## src/rtl/mem_access_unit.sv

```systemverilog
// Load/store stage: checks alignment, issues one 64-bit bus transaction per access,
// lane-shifts store data and extracts/extends load data, reports RISC-V fault causes.
module mem_access_unit #(
    parameter int XLEN = 64
) (
    input  logic            clk,
    input  logic            reset_n,
    input  logic            req_valid,
    output logic            req_ready,
    input  logic            req_is_store,
    input  logic [1:0]      req_size,
    input  logic            req_unsigned,
    input  logic [XLEN-1:0] req_addr,
    input  logic [XLEN-1:0] req_wdata,
    output logic            bus_req_valid,
    input  logic            bus_req_ready,
    output logic [XLEN-1:0] bus_addr,
    output logic            bus_we,
    output logic [7:0]      bus_wstrb,
    output logic [XLEN-1:0] bus_wdata,
    input  logic            bus_rsp_valid,
    input  logic            bus_rsp_error,
    input  logic [XLEN-1:0] bus_rdata,
    output logic            done_valid,
    input  logic            done_ready,
    output logic [XLEN-1:0] done_data,
    output logic            done_fault,
    output logic [3:0]      done_cause,
    output logic [XLEN-1:0] done_tval
);

    typedef enum logic [1:0] {
        S_IDLE,
        S_REQ,
        S_WAIT,
        S_DONE
    } state_t;

    state_t r_state;
    state_t w_next_state;

    logic            r_is_store;
    logic [1:0]      r_size;
    logic            r_unsigned;
    logic [XLEN-1:0] r_addr;

    logic [XLEN-1:0] r_bus_addr;
    logic            r_bus_we;
    logic [7:0]      r_bus_wstrb;
    logic [XLEN-1:0] r_bus_wdata;

    logic            r_done_valid;
    logic [XLEN-1:0] r_done_data;
    logic            r_done_fault;
    logic [3:0]      r_done_cause;
    logic [XLEN-1:0] r_done_tval;

    logic            w_misaligned;
    logic [7:0]      w_size_strb;
    logic [XLEN-1:0] w_wdata_rep;
    logic [5:0]      w_req_shift;
    logic [5:0]      w_rsp_shift;
    logic [7:0]      w_wstrb;
    logic [XLEN-1:0] w_wdata;
    logic [XLEN-1:0] w_rdata_shifted;
    logic [XLEN-1:0] w_load_data;

    assign w_req_shift     = {req_addr[2:0], 3'b000};
    assign w_rsp_shift     = {r_addr[2:0], 3'b000};
    assign w_wstrb         = w_size_strb << req_addr[2:0];
    assign w_wdata         = w_wdata_rep << w_req_shift;
    assign w_rdata_shifted = bus_rdata >> w_rsp_shift;

    // Store data is replicated across lanes first so the shift lands it on the addressed bytes.
    always_comb begin
        w_misaligned = 1'b0;
        w_size_strb  = 8'h00;
        w_wdata_rep  = '0;
        case (req_size)
            2'd0: begin
                w_misaligned = 1'b0;
                w_size_strb  = 8'h01;
                w_wdata_rep  = {(XLEN/8){req_wdata[7:0]}};
            end
            2'd1: begin
                w_misaligned = req_addr[0];
                w_size_strb  = 8'h03;
                w_wdata_rep  = {(XLEN/16){req_wdata[15:0]}};
            end
            2'd2: begin
                w_misaligned = |req_addr[1:0];
                w_size_strb  = 8'h0F;
                w_wdata_rep  = {(XLEN/32){req_wdata[31:0]}};
            end
            default: begin
                w_misaligned = |req_addr[2:0];
                w_size_strb  = 8'hFF;
                w_wdata_rep  = req_wdata;
            end
        endcase
    end

    always_comb begin
        w_load_data = '0;
        case (r_size)
            2'd0: w_load_data = r_unsigned ? {{(XLEN-8){1'b0}}, w_rdata_shifted[7:0]}
                                           : {{(XLEN-8){w_rdata_shifted[7]}}, w_rdata_shifted[7:0]};
            2'd1: w_load_data = r_unsigned ? {{(XLEN-16){1'b0}}, w_rdata_shifted[15:0]}
                                           : {{(XLEN-16){w_rdata_shifted[15]}}, w_rdata_shifted[15:0]};
            2'd2: w_load_data = r_unsigned ? {{(XLEN-32){1'b0}}, w_rdata_shifted[31:0]}
                                           : {{(XLEN-32){w_rdata_shifted[31]}}, w_rdata_shifted[31:0]};
            default: w_load_data = w_rdata_shifted;
        endcase
    end

    always_ff @(posedge clk or negedge reset_n) begin
        if (!reset_n) begin
            r_state <= S_IDLE;
        end else begin
            r_state <= w_next_state;
        end
    end

    always_comb begin
        w_next_state  = r_state;
        req_ready     = 1'b0;
        bus_req_valid = 1'b0;
        case (r_state)
            S_IDLE: begin
                req_ready = 1'b1;
                if (req_valid) begin
                    w_next_state = w_misaligned ? S_DONE : S_REQ;
                end
            end
            S_REQ: begin
                bus_req_valid = 1'b1;
                if (bus_req_ready) begin
                    w_next_state = S_WAIT;
                end
            end
            S_WAIT: begin
                if (bus_rsp_valid) begin
                    w_next_state = S_DONE;
                end
            end
            S_DONE: begin
                if (done_ready) begin
                    w_next_state = S_IDLE;
                end
            end
        endcase
    end

    // Responses arriving in REQ or DONE are ignored because only the WAIT arm samples them.
    always_ff @(posedge clk or negedge reset_n) begin
        if (!reset_n) begin
            r_is_store   <= 1'b0;
            r_size       <= 2'd0;
            r_unsigned   <= 1'b0;
            r_addr       <= '0;
            r_bus_addr   <= '0;
            r_bus_we     <= 1'b0;
            r_bus_wstrb  <= 8'h00;
            r_bus_wdata  <= '0;
            r_done_valid <= 1'b0;
            r_done_data  <= '0;
            r_done_fault <= 1'b0;
            r_done_cause <= 4'd0;
            r_done_tval  <= '0;
        end else begin
            case (r_state)
                S_IDLE: begin
                    if (req_valid) begin
                        r_is_store <= req_is_store;
                        r_size     <= req_size;
                        r_unsigned <= req_unsigned;
                        r_addr     <= req_addr;
                        if (w_misaligned) begin
                            r_done_valid <= 1'b1;
                            r_done_data  <= '0;
                            r_done_fault <= 1'b1;
                            r_done_cause <= req_is_store ? 4'd6 : 4'd4;
                            r_done_tval  <= req_addr;
                        end else begin
                            r_bus_addr  <= {req_addr[XLEN-1:3], 3'b000};
                            r_bus_we    <= req_is_store;
                            r_bus_wstrb <= req_is_store ? w_wstrb : 8'h00;
                            r_bus_wdata <= req_is_store ? w_wdata : '0;
                        end
                    end
                end
                S_REQ: begin
                    if (bus_req_ready) begin
                        r_bus_addr  <= '0;
                        r_bus_we    <= 1'b0;
                        r_bus_wstrb <= 8'h00;
                        r_bus_wdata <= '0;
                    end
                end
                S_WAIT: begin
                    if (bus_rsp_valid) begin
                        r_done_valid <= 1'b1;
                        if (bus_rsp_error) begin
                            r_done_data  <= '0;
                            r_done_fault <= 1'b1;
                            r_done_cause <= r_is_store ? 4'd7 : 4'd5;
                            r_done_tval  <= r_addr;
                        end else begin
                            r_done_data  <= r_is_store ? '0 : w_load_data;
                            r_done_fault <= 1'b0;
                            r_done_cause <= 4'd0;
                            r_done_tval  <= '0;
                        end
                    end
                end
                S_DONE: begin
                    if (done_ready) begin
                        r_done_valid <= 1'b0;
                        r_done_data  <= '0;
                        r_done_fault <= 1'b0;
                        r_done_cause <= 4'd0;
                        r_done_tval  <= '0;
                    end
                end
            endcase
        end
    end

    assign bus_addr   = r_bus_addr;
    assign bus_we     = r_bus_we;
    assign bus_wstrb  = r_bus_wstrb;
    assign bus_wdata  = r_bus_wdata;
    assign done_valid = r_done_valid;
    assign done_data  = r_done_data;
    assign done_fault = r_done_fault;
    assign done_cause = r_done_cause;
    assign done_tval  = r_done_tval;

endmodule
```

## config.mk

```make
export PLATFORM = sky130hd
export DESIGN_NAME = mem_access_unit
export DESIGN_NICKNAME = d
export VERILOG_FILES = /design/src/rtl/mem_access_unit.sv
export SDC_FILE = /design/constraint.sdc
export NUM_CORES = 1
export LEC_CHECK = 0
export ABC_AREA = 1
export CAP_MARGIN = 20
export CORE_AREA = 2 2 231 233
export DETAILED_ROUTE_END_ITERATION = 12
export DIE_AREA = 0 0 233 235
export GPL_TIMING_DRIVEN = 0
export REMOVE_ABC_BUFFERS = 1
export SYNTH_ARGS = -nofsm -noshare
export SYNTH_HDL_FRONTEND = slang
export SYNTH_SLANG_ARGS = --single-unit
export TNS_END_PERCENT = 1
```

## constraint.sdc

```tcl
create_clock -name clk -period 4.7 [get_ports clk]
set_input_delay 1.175 -clock clk [delete_from_list [all_inputs] [get_ports clk]]
set_output_delay 1.175 -clock clk [all_outputs]
set_load 0.02 [all_outputs]
```

==> results of run 1 <==
## cells in the mapped netlist
| cell | n |
|---|---|
| o32ai_1 | 3 |
| nand4_1 | 63 |
| inv_2 | 10 |
| o211ai_1 | 18 |
| nor3_1 | 1 |
| buf_2 | 54 |
| nor2_1 | 58 |
| inv_4 | 1 |
| clkinv_1 | 2 |
| a31oi_1 | 3 |
| inv_1 | 107 |
| o31ai_2 | 10 |
| a21oi_1 | 52 |
| buf_4 | 12 |
| mux2i_1 | 1 |
| buf_6 | 7 |
| or2_1 | 7 |
| o21a_1 | 4 |
| nand3_1 | 340 |
| nand2_2 | 3 |
| o31ai_1 | 53 |
| buf_1 | 16 |
| nand3_2 | 1 |
| ha_1 | 4 |
| clkbuf_1 | 103 |
| dfrtp_1 | 336 |
| a21boi_0 | 1 |
| nand2_1 | 867 |
| or2_2 | 40 |
| o21ai_1 | 32 |
| conb_1 | 1 |
| nor2_8 | 1 |
| o21ai_0 | 229 |
| nor2_2 | 2 |
| o2111ai_1 | 1 |
## final cells by class
cell class,instances,area [µm²],share of cell area
well taps,688,861,0.0346
diodes,2,5.00,0.000201
clock buffers,61,1260,0.0508
inverters,120,467,0.0188
flip-flops and latches,336,8410,0.339
multi-input cells,1799,8420,0.339
repair buffers,494,5250,0.211
clock inverters,13,171,0.00690
## report_power, final
part | total [µW] | switching [µW] | leakage [µW] | internal [µW]
logic | 8640 | 5450 | 0.00661 | 3190
registers | 4790 | 752 | 0.00439 | 4040
clock network | 3360 | 1330 | 0.000707 | 2030
total | 16800 | 7530 | 0.0117 | 9260
## metrics by stage
stage / total power, µW / setup slack (ps) / utilization / hold slack, ps / area [µm²]
detailed placement: 13400 / -2100 / 0.447 / 464 / 23300
CTS: 16900 / 38.3 / 0.474 / 480 / 24800
finish: 16800 / 145 / 0.476 / 477 / 24800
global route: 17900 / 12.3 / 0.476 / 486 / 24800
global placement: 12400 / -12960 / 0.436 / 463 / 22800
floorplan: 9200 / -2940 / - / 453 / 17200
## worst max-delay path, cell delays in order
cell,delay [ps]
clkdlybuf4s18_2,520
nand2_4,280
buf_16,240
inv_2,350
nand3_1,140
nand2_1,170
nand2_1,310
nand2_1,340
nand3_4,400
inv_6,350
nand2_2,300
buf_16,290
o21ai_1,130
## per-layer routing
layer  vias to the layer above  wire [µm]
met1                      8825      28800
met5                         -         25
met4                         4       1720
met3                       115       5940
met2                       725      33000
li1                       8806          -
## what timing repair did
| action | in CTS | in global routing |
|---|---|---|
| endpoints found under the setup margin | 255 | 59 |
| gates resized for setup | 10 | 9 |
| cloned | 0 | 1 |
| pin swaps | 0 | 2 |
## flip-flops by register name, indices dropped and copies added, names as in the netlist, 3 cells and up
name / cells
r_addr: 64
done_cause: 3
done_tval: 64
bus_addr: 61
done_data: 64
bus_wstrb: 8
bus_wdata: 64
## worst max path at each step
stage	from	end	slack, ps	depth (start not counted)
2_1_floorplan	r_state[0]	done_cause[1]	-2940	8
3_3_place_gp	reset_n	done_data[0]	-12960	1
3_5_place_dp	req_size[0]	bus_wdata[15]	-2100	13
4_1_cts	req_size[1]	done_tval[55]	40	13
5_1_grt	req_size[0]	done_tval[6]	10	13
6_report	req_size[0]	bus_wdata[15]	150	13
## cell families (layout without fill, tap and decap cells)
family	Yosys count	count (layout)	share of synthesized area
AO/OA/AOI/OAI	406	406	0.128
adder cells (fa/ha/maj)	4	4	0.00277
buffers and inverters	312	688	0.0742
flip-flops	336	336	0.466
multiplexers	1	1	0.000554
other	1	6	0.000208
AND/OR/NAND/NOR	1383	1384	0.328
==> reports/qor.yml, run 1 <==
status:
  outcome: "finished clean"
setup_path:
  critical_path.endpoint_type: "flip-flop"
  cp_data_required_time_ps: 5190
  rr_startpoint: "r_state[0]"
  worstPathArrival_ps: 5050
  criticalPathCategory: "in2reg"
  cp-start-kind: "input pin"
  ff2ff_setup_slack_ps: 690
  r2r_end: "done_tval[55]"
  ff2ff_path_depth: 12
  path_max_fanout: 22
routing:
  detail_route.wl_per_cell_um: 19.8
  route.final.wire_length_um: 69500
  num_vias: 18500
  number_of_iterations_in_the_first_detailed_routing_pass: 5
  drcViolationCount: 0
  antenna_violating_nets_remaining: 0
  drt-vias-per-instance: 5.26
  drt-initial-drc-count: 1437
floorplanning:
  fp.dieH_um: 235
  ios: 476
  initial_core_utilization: 0.346
  num_rows: 84
  design.die.area_um2: 54800
  core-area_um2: 52200
  fp.dieW_um: 233
synth:
  synth_top_area_frac: 0.466
  synth_seq_area_share: 0.466
  postSynthCellCount: 2443
  synth_area_leaders: "dfrtp_1 47%, nand2_1 18%, nand3_1 9.4%, o21ai_0 6.3%, inv_1 2.2%"
  synthesis.yosys.warnings: 0
  post_syn_area_per_cell_um2: 7.39
  postSynthRegisterBits: 336
  synth_largest_area_cell: "dfrtp_1"
  ys_types: 35
  netlist_area_before_placement_um2: 18100
clock_network:
  clockBufferDepth: 3
  clock_tree.htree_level_count: 2
  cts-root-buf: "clkbuf_16"
  tritoncts.num_buffers: 41
  worst_skew_pair.late_latency_ps: 580
  cts_hold_buf: 0
  tritoncts: "built"
  cts_setup_buffers: 0
  path_clk_slew_ps: 60
  cts_sinks: 336
placement:
  finalWeightedCongestion: 0.867
  dpl.cell_count: 3434
  hpwlAfterDp_um: 45200
  io_buffers: 471
timing:
  post-route-min-period_ps: 4550
  slew-limit-headroom: 0.275
  min_period_over_period: 0.969
  hold_viol_final: 0
  timing.final.max_slew_violations: 0
  rsz0062_at_grt: "no"
  fmaxAchievable_mhz: 220
  setup_tns_ps: 0
  worst-slew-pin-transition_ps: 1090
  fin_worst_skew_ps: 24.3
  timing.final.setup_violations: 0
pwr:
  worst_case_vdd_ir_drop_mv: 0.622
  power.static_leakage_uw: 0.0117
  power_density_nw_per_um2: 676
global_routing:
  grt_start_max_net_pins: 122
  globalRouteMet3Util: 0.0624
  met2_usage: 0.405
  overflow: 0
  grt_busiest_layer: "met2"
  grt_pass1_vias: 17900
  gr-usage-met1: 0.318
  first_pass_grt_wire_length_um: 106000
  track_usage: 0.246
  antenna_violations_before_repair: 6
final_layout:
  post_route_cells_drive_above_1_share: 0.0634
  fillCellCount: 5124
  final_cell_count_no_fill: 3513
  final_nets: 2999
  mostFrequentLayoutCells: "864 x nand2_1, 464 x clkdlybuf4s50_1, 339 x nand3_1"
  final_common_cell: "nand2_1"
  synthToLayoutAreaGrowth_pct: 37.6
run:
  max_cap_violations: 0
hold_path:
  min_from: "done_data[11]"
  worstHoldPathType: "reg2reg"
  min_to: "done_data[11]"
  min_path_cells: 2
No activity file was read; power rests on OpenSTA's default activity.
==> run 2, diff against run 1 <==
CORE_AREA = 3 3 232 234   (was 2 2 231 233)
DIE_AREA = 0 0 235 237   (was 0 0 233 235)
==> reports/qor.yml, run 2 (synthesis results as in run 1) <==
hold_path:
  min_from: "done_data[22]"  # was done_data[11]
  worstHoldPathType: "reg2reg"  # unchanged
  min_path_cells: 2  # unchanged
clock_network:
  tritoncts: "built"  # unchanged
  cts_setup_buffers: 0  # unchanged
  clockBufferDepth: 3  # unchanged
  clock_tree.htree_level_count: 2  # unchanged
  path_clk_slew_ps: 50  # was 60 ps
  cts_sinks: 336  # unchanged
  cts_hold_buf: 0  # unchanged
  cts-root-buf: "clkbuf_16"  # unchanged
  tritoncts.num_buffers: 41  # unchanged
  worst_skew_pair.late_latency_ps: 570  # was 580 ps
placement:
  place_worst_setup_slack_ps: -1860  # was -2100 ps
  placed_area_um2: 23300  # about the same
  io_buffers: 471  # unchanged
  finalWeightedCongestion: 0.857  # was 0.867
  hpwlAfterDp_um: 45700  # was 45200 µm
setup_path:
  criticalPathCategory: "in2reg"  # unchanged
  critical_path.endpoint_type: "flip-flop"  # unchanged
  path_delay_family: "simple AND/OR/NAND/NOR gates"  # unchanged
  worst_setup_path_endpoint: "bus_wdata[14]"  # was bus_wdata[15]
  path_max_fanout: 20  # was 22
  critical_path_buf_inv_count: 4  # was 5
  crit_path_cell_trace: "dlygate4sd2_1 -> nand2_2 -> inv_4 -> nand3_1 -> nand2_1 -> nand2_1 -> nand2_1 -> nand3_4 -> inv_4 -> nand2_2 -> buf_8 -> o21ai_1"  # was clkdlybuf4s18_2 -> nand2_4 -> buf_16 -> inv_2 -> nand3_1 -> nand2_1 -> nand2_1 -> nand2_1 -> nand3_4 -> inv_6 -> nand2_2 -> buf_16 -> o21ai_1
  cp-start-kind: "input pin"  # unchanged
  rr_startpoint: "r_addr[0]"  # was r_state[0]
  cp_data_required_time_ps: 5190  # about the same
  ff2ff_setup_slack_ps: 690  # about the same
  timing.critical_path.slowest_cell_delay_ps: 680  # was 520 ps
  ff2ff_path_depth: 12  # unchanged
  worstSetupPathDepth: 12  # was 13
  setup.worst_path.start: "req_size[1]"  # was req_size[0]
  critical-path-top-cell-by-count: "nand2_1"  # unchanged
  r2r_end: "done_data[57]"  # was done_tval[55]
  worstPathArrival_ps: 4970  # was 5050 ps
  crit_path_top_delay_cell: "dlygate4sd2_1"  # was clkdlybuf4s18_2
floorplanning:
  core-area_um2: 52200  # unchanged
  ios: 476  # unchanged
  fp.dieW_um: 235  # was 233 µm
  design.die.area_um2: 55700  # was 54800 µm²
  initial_core_utilization: 0.346  # unchanged
  num_rows: 84  # unchanged
  fp.dieH_um: 237  # was 235 µm
routing:
  drcViolationCount: 0  # unchanged
  drt-vias-per-instance: 5.25  # was 5.26
  number_of_iterations_in_the_first_detailed_routing_pass: 5  # unchanged
  drt-initial-drc-count: 1365  # was 1437
  antenna_violating_nets_remaining: 0  # unchanged
  detail_route.wl_per_cell_um: 19.6  # was 19.8 µm
  num_vias: 18500  # about the same
  route.final.wire_length_um: 69200  # was 69500 µm
global_routing:
  antenna_violations_before_repair: 10  # was 6
  grt_start_max_net_pins: 110  # was 122
  track_usage: 0.239  # was 0.246
  first_pass_grt_wire_length_um: 106000  # about the same
  overflow: 0  # unchanged
  grt_pass1_vias: 17700  # was 17900
pwr:
  power_density_nw_per_um2: 673  # was 676 nW/µm²
  worst_case_vdd_ir_drop_mv: 0.466  # was 0.622 mV
  total_power_uw: 16700  # was 16800 µW
  power.static_leakage_uw: 0.0117  # about the same
timing:
  timing.final.setup_violations: 0  # unchanged
  post-route-min-period_ps: 4480  # was 4550 ps
  min_period_over_period: 0.954  # was 0.969
  worst-slew-pin-transition_ps: 1040  # was 1090 ps
  fin_worst_skew_ps: 9.01  # was 24.3 ps
  final_critical_path_setup_slack_ps: 215  # was 145 ps
  rsz0062_at_grt: "no"  # unchanged
  hold_viol_final: 0  # unchanged
  timing.final.max_slew_violations: 0  # unchanged
  fmaxAchievable_mhz: 223  # was 220 MHz
  slew-limit-headroom: 0.306  # was 0.275
run:
  max_cap_violations: 0  # unchanged
final_layout:
  post_route_cells_drive_above_1_share: 0.0623  # was 0.0634
  final_common_cell: "nand2_1"  # unchanged
  final_nets: 2998  # was 2999
  synthToLayoutAreaGrowth_pct: 37.4  # was 37.6%
  fillCellCount: 5128  # was 5124
  mostFrequentLayoutCells: "864 x nand2_1, 464 x clkdlybuf4s50_1, 339 x nand3_1"  # unchanged
  layout.cell_area.non_filler_um2: 24800  # about the same
status:
  outcome: "finished clean"  # unchanged
-- run 2: cell count changes in the layout (fill, tap and decap cells not counted), sizes merged --
cell           previous run  this run
clkdlybuf4s18             1         0
dlygate4sd2               0         1
diode                     2         9
nand3                   342       341
clkbuf                   63        64
buf                      26        27
-- run 2: power breakdown --
part           switching (µW)  internal [µW]  total (µW)
clock                    1310           2020        3330
combinational            5340           3190        8530
sequential                789           4040        4830
-- run 2: worst register-to-register path: stages (launching register included) --
cell	delay (ps)
dfrtp_2	1010
inv_2	260
buf_12	280
nand2_1	150
nand3_1	90
nand3_1	140
nand2_1	80
nand2_1	380
nand2_1	180
inv_2	360
nand2_2	550
nand3_1	340
nand2_1	70
-- run 2: routing by layer --
layer,wire length (µm),global-route usage
met1,28800,0.308
met2,32600,0.387
met3,5850,0.0688
met4,1930,0.0801
met5,23,0
-- run 2: final cells by class --
type,instances,area (µm²),area share
sequential,336,8410,0.339
multi-input combinational,1798,8400,0.339
timing repair buffer,494,5220,0.210
clock buffer,63,1260,0.0508
tap,688,861,0.0347
inverter,120,464,0.0187
clock inverter,13,171,0.00691
antenna,9,22.5,0.000908
-- run 2: timing repair --
item / in CTS / in global routing
cloned: 0 / 0
resized for setup: 9 / 3
endpoints found under the setup margin: 209 / 12
-- run 2: worst min-delay path by stage --
| stage | end | slack [ps] |
|---|---|---|
| finish | done_data[22] | 480 |
| global route | r_addr[48] | 490 |
| CTS | r_addr[48] | 480 |
| detailed placement | bus_wstrb[3] | 470 |
| global placement | done_data[30] | 460 |
| floorplan | r_addr[10] | 450 |
-- run 2: metrics by stage --
step	TNS, ps	hold WS [ps]	std cells	util
3_3_place_gp	-6197600	462	3413	0.436
4_1_cts	0	476	3508	0.473
3_5_place_dp	-236080	466	3432	0.445
5_1_grt	0	487	3517	0.475
2_1_floorplan	-303340	453	2254	-
6_report	0	476	3521	0.475
